==> src/rtl/bif_bus_watchdog_if.sv <==
// Handshake bundle between the BIF bus-cycle driver and the
// watchdog that times out hung BCTL cycles.
interface bif_bus_watchdog_if #(
    parameter int CNT_W = 12
);
    logic             BAPR_n;
    logic             BDAP_n;
    logic             BDRY_n;
    logic             BERROR_n;
    logic             CLEAR_n;
    logic             STAT_CLR;
    logic             TOUT;
    logic             BUSY;
    logic [3:0]       STAT;
    logic [CNT_W-1:0] LAST_LAT;

    modport master (
        output BAPR_n, BDAP_n, BDRY_n, BERROR_n,
        output CLEAR_n, STAT_CLR,
        input  TOUT, BUSY, STAT, LAST_LAT
    );

    modport slave (
        input  BAPR_n, BDAP_n, BDRY_n, BERROR_n,
        input  CLEAR_n, STAT_CLR,
        output TOUT, BUSY, STAT, LAST_LAT
    );
endinterface

==> src/rtl/bif_bus_watchdog.sv <==
// Bus cycle monitor: raises TOUT on hung BIF cycles, keeps sticky
// error status and the latency of the last completed cycle.
module bif_bus_watchdog #(
    parameter logic [15:0] TIMEOUT_CYCLES = 16'd640,
    parameter int          CNT_W          = 12
) (
    input  logic              sysclk,
    input  logic              sys_rst,
    bif_bus_watchdog_if.slave bus
);

    typedef enum logic [2:0] {
        S_IDLE,
        S_ADDR,
        S_DATA,
        S_DONE,
        S_TOUT
    } state_e;

    localparam logic [CNT_W-1:0] CNT_LAST =
        CNT_W'(TIMEOUT_CYCLES - 16'd1);
    localparam logic [CNT_W-1:0] CNT_MAX = '1;

    state_e           state_q, state_d;
    logic [CNT_W-1:0] cnt_q, cnt_d;
    logic [CNT_W-1:0] lat_q, lat_d;
    logic [3:0]       stat_q, stat_d;
    logic             tout_q, tout_d;
    logic             busy_q, busy_d;

    logic [2:0]       ev;
    logic [CNT_W-1:0] cnt_inc;
    logic             cmpl;
    logic             rel;
    logic             tmo;

    assign cnt_inc = (cnt_q == CNT_MAX) ? cnt_q : cnt_q + 1'b1;
    assign cmpl    = !bus.BDRY_n || !bus.BERROR_n;
    assign rel     = bus.BAPR_n && bus.BDAP_n;
    assign tmo     = (cnt_q == CNT_LAST);

    always_comb begin
        state_d = state_q;
        cnt_d   = cnt_q;
        lat_d   = lat_q;
        tout_d  = tout_q;
        busy_d  = busy_q;
        ev      = 3'b000;

        unique case (state_q)
            S_IDLE: begin
                ev[2] = !bus.BDRY_n;
                if (!bus.BAPR_n) begin
                    state_d = S_ADDR;
                    cnt_d   = '0;
                    busy_d  = 1'b1;
                end
            end
            S_ADDR: begin
                if (!bus.BDAP_n) begin
                    if (cmpl) begin
                        state_d = S_DONE;
                        lat_d   = cnt_inc;
                        ev[1]   = !bus.BERROR_n;
                    end else if (tmo) begin
                        state_d = S_TOUT;
                        tout_d  = 1'b1;
                        ev[0]   = 1'b1;
                    end else begin
                        state_d = S_DATA;
                        cnt_d   = cnt_inc;
                    end
                end else begin
                    ev[2] = !bus.BDRY_n;
                    // Address withdrawn: abandon quietly
                    if (bus.BAPR_n) begin
                        state_d = S_IDLE;
                        busy_d  = 1'b0;
                    end else if (tmo) begin
                        state_d = S_TOUT;
                        tout_d  = 1'b1;
                        ev[0]   = 1'b1;
                    end else begin
                        cnt_d = cnt_inc;
                    end
                end
            end
            S_DATA: begin
                if (cmpl) begin
                    state_d = S_DONE;
                    lat_d   = cnt_inc;
                    ev[1]   = !bus.BERROR_n;
                end else if (tmo) begin
                    state_d = S_TOUT;
                    tout_d  = 1'b1;
                    ev[0]   = 1'b1;
                end else begin
                    cnt_d = cnt_inc;
                end
            end
            S_DONE: begin
                if (rel) begin
                    state_d = S_IDLE;
                    busy_d  = 1'b0;
                end
            end
            S_TOUT: begin
                ev[2] = !bus.BDRY_n;
                if (rel) begin
                    state_d = S_IDLE;
                    tout_d  = 1'b0;
                    busy_d  = 1'b0;
                end
            end
            default: begin
                state_d = S_IDLE;
                busy_d  = 1'b0;
                tout_d  = 1'b0;
            end
        endcase

        // A same-edge event survives the clear; overrun needs the old bit
        if (bus.STAT_CLR) begin
            stat_d = {1'b0, ev};
        end else begin
            stat_d = {stat_q[3] | (|(ev & stat_q[2:0])),
                      stat_q[2:0] | ev};
        end

        if (!bus.CLEAR_n) begin
            state_d = S_IDLE;
            cnt_d   = '0;
            tout_d  = 1'b0;
            busy_d  = 1'b0;
            lat_d   = lat_q;
            stat_d  = stat_q;
        end
    end

    always_ff @(posedge sysclk) begin
        if (sys_rst) begin
            state_q <= S_IDLE;
            cnt_q   <= '0;
            lat_q   <= '0;
            stat_q  <= 4'b0000;
            tout_q  <= 1'b0;
            busy_q  <= 1'b0;
        end else begin
            state_q <= state_d;
            cnt_q   <= cnt_d;
            lat_q   <= lat_d;
            stat_q  <= stat_d;
            tout_q  <= tout_d;
            busy_q  <= busy_d;
        end
    end

    assign bus.TOUT     = tout_q;
    assign bus.BUSY     = busy_q;
    assign bus.STAT     = stat_q;
    assign bus.LAST_LAT = lat_q;

endmodule

==> src/flat_wrapper.sv <==
// flat-port wrapper written by rule: the top's interface ports become plain ports
module bif_bus_watchdog_flat 
#(
    parameter logic [15:0] TIMEOUT_CYCLES = 16'd640,
    parameter int          CNT_W          = 12
)
  (sysclk, sys_rst, bus_BAPR_n, bus_BDAP_n, bus_BDRY_n, bus_BERROR_n, bus_CLEAR_n, bus_STAT_CLR, bus_TOUT, bus_BUSY, bus_STAT, bus_LAST_LAT);
  bif_bus_watchdog_if #(.CNT_W(CNT_W)) bus_i ();
  input  logic sysclk;
  input  logic sys_rst;
  input wire logic [$bits(bus_i.BAPR_n)-1:0] bus_BAPR_n;
  input wire logic [$bits(bus_i.BDAP_n)-1:0] bus_BDAP_n;
  input wire logic [$bits(bus_i.BDRY_n)-1:0] bus_BDRY_n;
  input wire logic [$bits(bus_i.BERROR_n)-1:0] bus_BERROR_n;
  input wire logic [$bits(bus_i.CLEAR_n)-1:0] bus_CLEAR_n;
  input wire logic [$bits(bus_i.STAT_CLR)-1:0] bus_STAT_CLR;
  output wire logic [$bits(bus_i.TOUT)-1:0] bus_TOUT;
  output wire logic [$bits(bus_i.BUSY)-1:0] bus_BUSY;
  output wire logic [$bits(bus_i.STAT)-1:0] bus_STAT;
  output wire logic [$bits(bus_i.LAST_LAT)-1:0] bus_LAST_LAT;
  assign bus_i.BAPR_n = bus_BAPR_n;
  assign bus_i.BDAP_n = bus_BDAP_n;
  assign bus_i.BDRY_n = bus_BDRY_n;
  assign bus_i.BERROR_n = bus_BERROR_n;
  assign bus_i.CLEAR_n = bus_CLEAR_n;
  assign bus_i.STAT_CLR = bus_STAT_CLR;
  assign bus_TOUT = bus_i.TOUT;
  assign bus_BUSY = bus_i.BUSY;
  assign bus_STAT = bus_i.STAT;
  assign bus_LAST_LAT = bus_i.LAST_LAT;
  bif_bus_watchdog #(.TIMEOUT_CYCLES(TIMEOUT_CYCLES), .CNT_W(CNT_W)) u_core (.sysclk(sysclk), .sys_rst(sys_rst), .bus(bus_i));
endmodule
==> config.mk <==
export PLATFORM = sky130hd
export DESIGN_NAME = bif_bus_watchdog_flat
export DESIGN_NICKNAME = d
export VERILOG_FILES = /design/src/rtl/bif_bus_watchdog_if.sv /design/src/rtl/bif_bus_watchdog.sv /design/src/flat_wrapper.sv
export SDC_FILE = /design/constraint.sdc
export NUM_CORES = 1
export LEC_CHECK = 0
export ABC_AREA = 1
export CORE_ASPECT_RATIO = 0.75
export CORE_UTILIZATION = 45
export CTS_BUF_LIST = sky130_fd_sc_hd__clkbuf_8
export CTS_CLUSTER_SIZE = 12
export DETAILED_ROUTE_END_ITERATION = 12
export DONT_BUFFER_PORTS = 1
export HOLD_SLACK_MARGIN = 0.02
export PLACE_DENSITY = 0.7
export SETUP_SLACK_MARGIN = 0.05
export SLEW_MARGIN = 15
export SYNTH_ARGS = -nofsm -noshare
export SYNTH_HDL_FRONTEND = slang
export SYNTH_SLANG_ARGS = --single-unit
==> constraint.sdc <==
create_clock -name sysclk -period 2.3 [get_ports sysclk]
set_clock_uncertainty 0.05 [all_clocks]
set_input_delay 0.23 -clock sysclk [delete_from_list [all_inputs] [get_ports sysclk]]
set_output_delay 0.23 -clock sysclk [all_outputs]
set_load 0.1 [all_outputs]
==> impl_metrics.env <==
export IMPL_status="completed"
export IMPL_critPathArrivalTime_ns=2.06
export IMPL_grt_pass1_wl_um=8270
export IMPL_routed_via_density=5.29
export IMPL_hpwl_um=3680
export IMPL_syn_to_final_growth_pct=16.5
export IMPL_cts_buffers=5
export IMPL_whs_path_depth=3
export IMPL_diodes=0
export IMPL_rsz0062_at_grt="false"
export IMPL_final_nets=322
export IMPL_r2r_start="u_core.cnt_q[0]$_SDFFE_PP0P_"
export IMPL_clockRootBuffer="clkbuf_8"
export IMPL_total_power_uw=1470
export IMPL_slew_violations=0
export IMPL_report_final_hold_viol_count=0
export IMPL_drt_iter0_markers=168
export IMPL_intPower_uw=1070
export IMPL_crit_required_ns=2.43
export IMPL_p_per_area_nw_per_um2=635
export IMPL_crit_slowest_cell="dfxtp_1"
export IMPL_clk_path_buf_depth=2
export IMPL_dp_cells=359
export IMPL_num_rows=20
export IMPL_p_seq_share_pct=40.3
export IMPL_io_buffers=0
export IMPL_crit_type="reg -> reg"
export IMPL_drcViolationCount=0
export IMPL_p_switching_uw=407
export IMPL_die_height_um=59.6
export IMPL_totalWireLength_um=4800
export IMPL_cts_tree="done"
export IMPL_cts_resized=0
export IMPL_syn_nets=299
export IMPL_path_delay_family="simple AND/OR/NAND/NOR gates"
export IMPL_p_clk_share_pct=44.9
export IMPL_antenna_left=0
export IMPL_vdd_drop_max_uv=315
export IMPL_drt_wirelength_per_cell_um=13.0
export IMPL_setup_slack_ns=0.371
export IMPL_startpoint_type="flip-flop"
export IMPL_synth_seq_cells=33
export IMPL_grt_usage_pct=23.7
export IMPL_grt_max_degree=22
export IMPL_avgSynthCellArea_um2=6.86
export IMPL_p_sw_share_pct=27.7
export IMPL_critical_path_max_stage_delay_ns=0.41
export IMPL_dp_slack_ns=0.427
export IMPL_fin_crit_ns=1.93
export IMPL_fin_cells=369
export IMPL_maxSlewHeadroom_pct=73.5
export IMPL_cts_setup_buffers=0
export IMPL_path_cells="ha_1 > nand2_2 > nor2_1 > nand2_1 > nor2_4 > inv_2 > nand2_2 > nor2_2 > nand2_1 > nand2_1 > o211ai_1 > inv_1"
export IMPL_pwr_share_comb_pct=14.8
export IMPL_pin_count=26
export IMPL_worst_pin_slew_ns=0.397
export IMPL_yosys_warnings=0
export IMPL_antenna_found_initial=0
export IMPL_multi_input_area_um2=1120
export IMPL_hp_class="in -> reg"
export IMPL_fmax_mhz=518
export IMPL_regToRegEndpoint="u_core.cnt_q[9]$_SDFFE_PP0P_"
export IMPL_critPathMaxFanout=9
export IMPL_p_leak_uw=0.00105
export IMPL_finalSetupViolCount=0
export IMPL_cap_violations=0
export IMPL_clkLatencyLatePin_ns=0.29
export IMPL_design_die_area_um2=4700
export IMPL_place_congestion=0.921
export IMPL_regArea_um2=661
export IMPL_drive_above_1_share_pct=21.3
export IMPL_post_route_period_util_pct=83.9
export IMPL_fp_dieW_um=78.8
export IMPL_crit_buf_inv=2
export IMPL_crit_top_cell="nand2_1"
export IMPL_final_setup_tns_ns=0
export IMPL_worstSetupEndpointType="flip-flop"
export IMPL_syn_area_um2=1990
export IMPL_clock_sinks=33
export IMPL_r2r_slack_ns=0.37
export IMPL_synth_cells=290
export IMPL_yosysUniqueCellTypes=35
export IMPL_min_delay_start="bus_BERROR_n"
export IMPL_whs_endpoint="u_core.bus.STAT[1]$_SDFFE_PP0P_"
export IMPL_num_vias=1951
export IMPL_drt_pass1_iterations=5
export IMPL_gr_total_overflow=0
export IMPL_r2r_cells=12
export IMPL_clkTransAtPathRegs_ns=0.07
export IMPL_fill_cells=414
export IMPL_core_area_um2=4150
export IMPL_yosysSeqAreaShare_pct=33.2
export IMPL_htreeDepth=2
export IMPL_start_util_pct=47.9
export IMPL_grt_pass1_vias=1751
sequential cells by signal, summed over array words and instances (netlist names):
signal,flops
u_core.bus.STAT,4
u_core.state_q,3
u_core.bus.LAST_LAT,12
u_core.bus.TOUT,1
u_core.cnt_q,12
u_core.bus.BUSY,1
stage by stage:
| stage | hold slack (ns) | cell area (um2) | util, % |
|---|---|---|---|
| 4_1_cts | 0.0688 | 2320 | 55.8 |
| 3_5_place_dp | 0.254 | 2170 | 52.1 |
| 6_report | 0.0680 | 2320 | 55.8 |
| 5_1_grt | 0.0734 | 2320 | 55.8 |
| 2_1_floorplan | 0.249 | 1990 | - |
| 3_3_place_gp | 0.251 | 2170 | 52.1 |
worst register-to-register path: stages (launching register included):
cell and delay [ns]:
dfxtp_1 0.41, ha_1 0.22, nand2_2 0.11, nor2_1 0.16, nand2_1 0.12, nor2_4 0.18, inv_2 0.13, nand2_2 0.13
nor2_2 0.06, nand2_1 0.06, nand2_1 0.04, o211ai_1 0.08, inv_1 0.06
power by group through the flow:
| stage | logic [uW] | registers, uW | clock network [uW] |
|---|---|---|---|
| CTS | 218 | 593 | 671 |
| finish | 218 | 593 | 661 |
| floorplan | 91.1 | 691 | 0 |
| global route | 234 | 595 | 695 |
| detailed placement | 215 | 607 | 0 |
| global placement | 215 | 606 | 0 |
synthesized netlist by cell type (all sizes together):
cell type	count	area, um2
a21oi	27	139
a31o	3	26.3
a31oi	4	25.0
a32o	1	10.0
buf	4	32.5
clkbuf	1	3.75
clkinv	1	3.75
dfxtp	33	661
ha	1	12.5
inv	45	174
nand2	73	317
nand3	22	133
nand4	4	31.3
nor2	28	163
nor3	6	40.0
o211ai	6	45.0
o21a	1	7.51
o21ai	26	134
o31ai	1	7.51
xnor2	2	17.5
xor2	1	8.76
cell usage in the layout (no fill, tap or decap), drive strengths merged, types with 4 or more instances in the layout:
| cell | count |
|---|---|
| nand2 | 73 |
| inv | 45 |
| dfxtp | 33 |
| nor2 | 28 |
| a21oi | 27 |
| o21ai | 26 |
| nand3 | 22 |
| buf | 19 |
| o211ai | 6 |
| nor3 | 6 |
| clkbuf | 5 |
| a31oi | 4 |
| nand4 | 4 |
logic make-up (layout without fill, tap and decap cells):
logic type / after synthesis / count (layout) / share of synthesized area [%]
xor+xnor: 3 / 3 / 1.32
fa+ha+maj: 1 / 1 / 0.628
buf+inv: 51 / 75 / 10.7
simple gates: 133 / 133 / 34.3
flops: 33 / 33 / 33.2
compound gates: 69 / 69 / 19.8
layout make-up:
| type | count | share of cell area (%) |
|---|---|---|
| Multi-Input combinational cell | 206 | 48.1 |
| Sequential cell | 33 | 28.5 |
| Inverter | 46 | 7.66 |
| Timing Repair Buffer | 21 | 7.01 |
| Clock inverter | 3 | 2.80 |
| Tap cell | 55 | 2.97 |
| Clock buffer | 5 | 2.97 |
worst max-delay path by stage:
stage | start | to | cells after the start
6_report | u_core.cnt_q[0]$_SDFFE_PP0P_ | u_core.cnt_q[9]$_SDFFE_PP0P_ | 12
5_1_grt | u_core.cnt_q[0]$_SDFFE_PP0P_ | u_core.cnt_q[1]$_SDFFE_PP0P_ | 10
2_1_floorplan | u_core.cnt_q[0]$_SDFFE_PP0P_ | u_core.state_q[1]$_SDFFE_PP0P_ | 12
3_3_place_gp | u_core.cnt_q[0]$_SDFFE_PP0P_ | u_core.cnt_q[7]$_SDFFE_PP0P_ | 10
3_5_place_dp | u_core.cnt_q[0]$_SDFFE_PP0P_ | u_core.cnt_q[9]$_SDFFE_PP0P_ | 12
4_1_cts | u_core.cnt_q[0]$_SDFFE_PP0P_ | u_core.cnt_q[9]$_SDFFE_PP0P_ | 12
routing by layer:
metal  GRT usage [%]  share of wire (%)  vias to the layer above
met5               0                  0                        -
met4            9.79                1.6                        0
met3            6.46                7.3                        7
met2            34.7                 41                       69
met1            32.9                 50                      869
li1                -                  -                     1006
repair_timing:
item	in CTS	in global routing
endpoints found under the setup margin	0	0
hold endpoints to repair	2	0
hold buffers	2	0
Power figures use the tool's default switching activity.
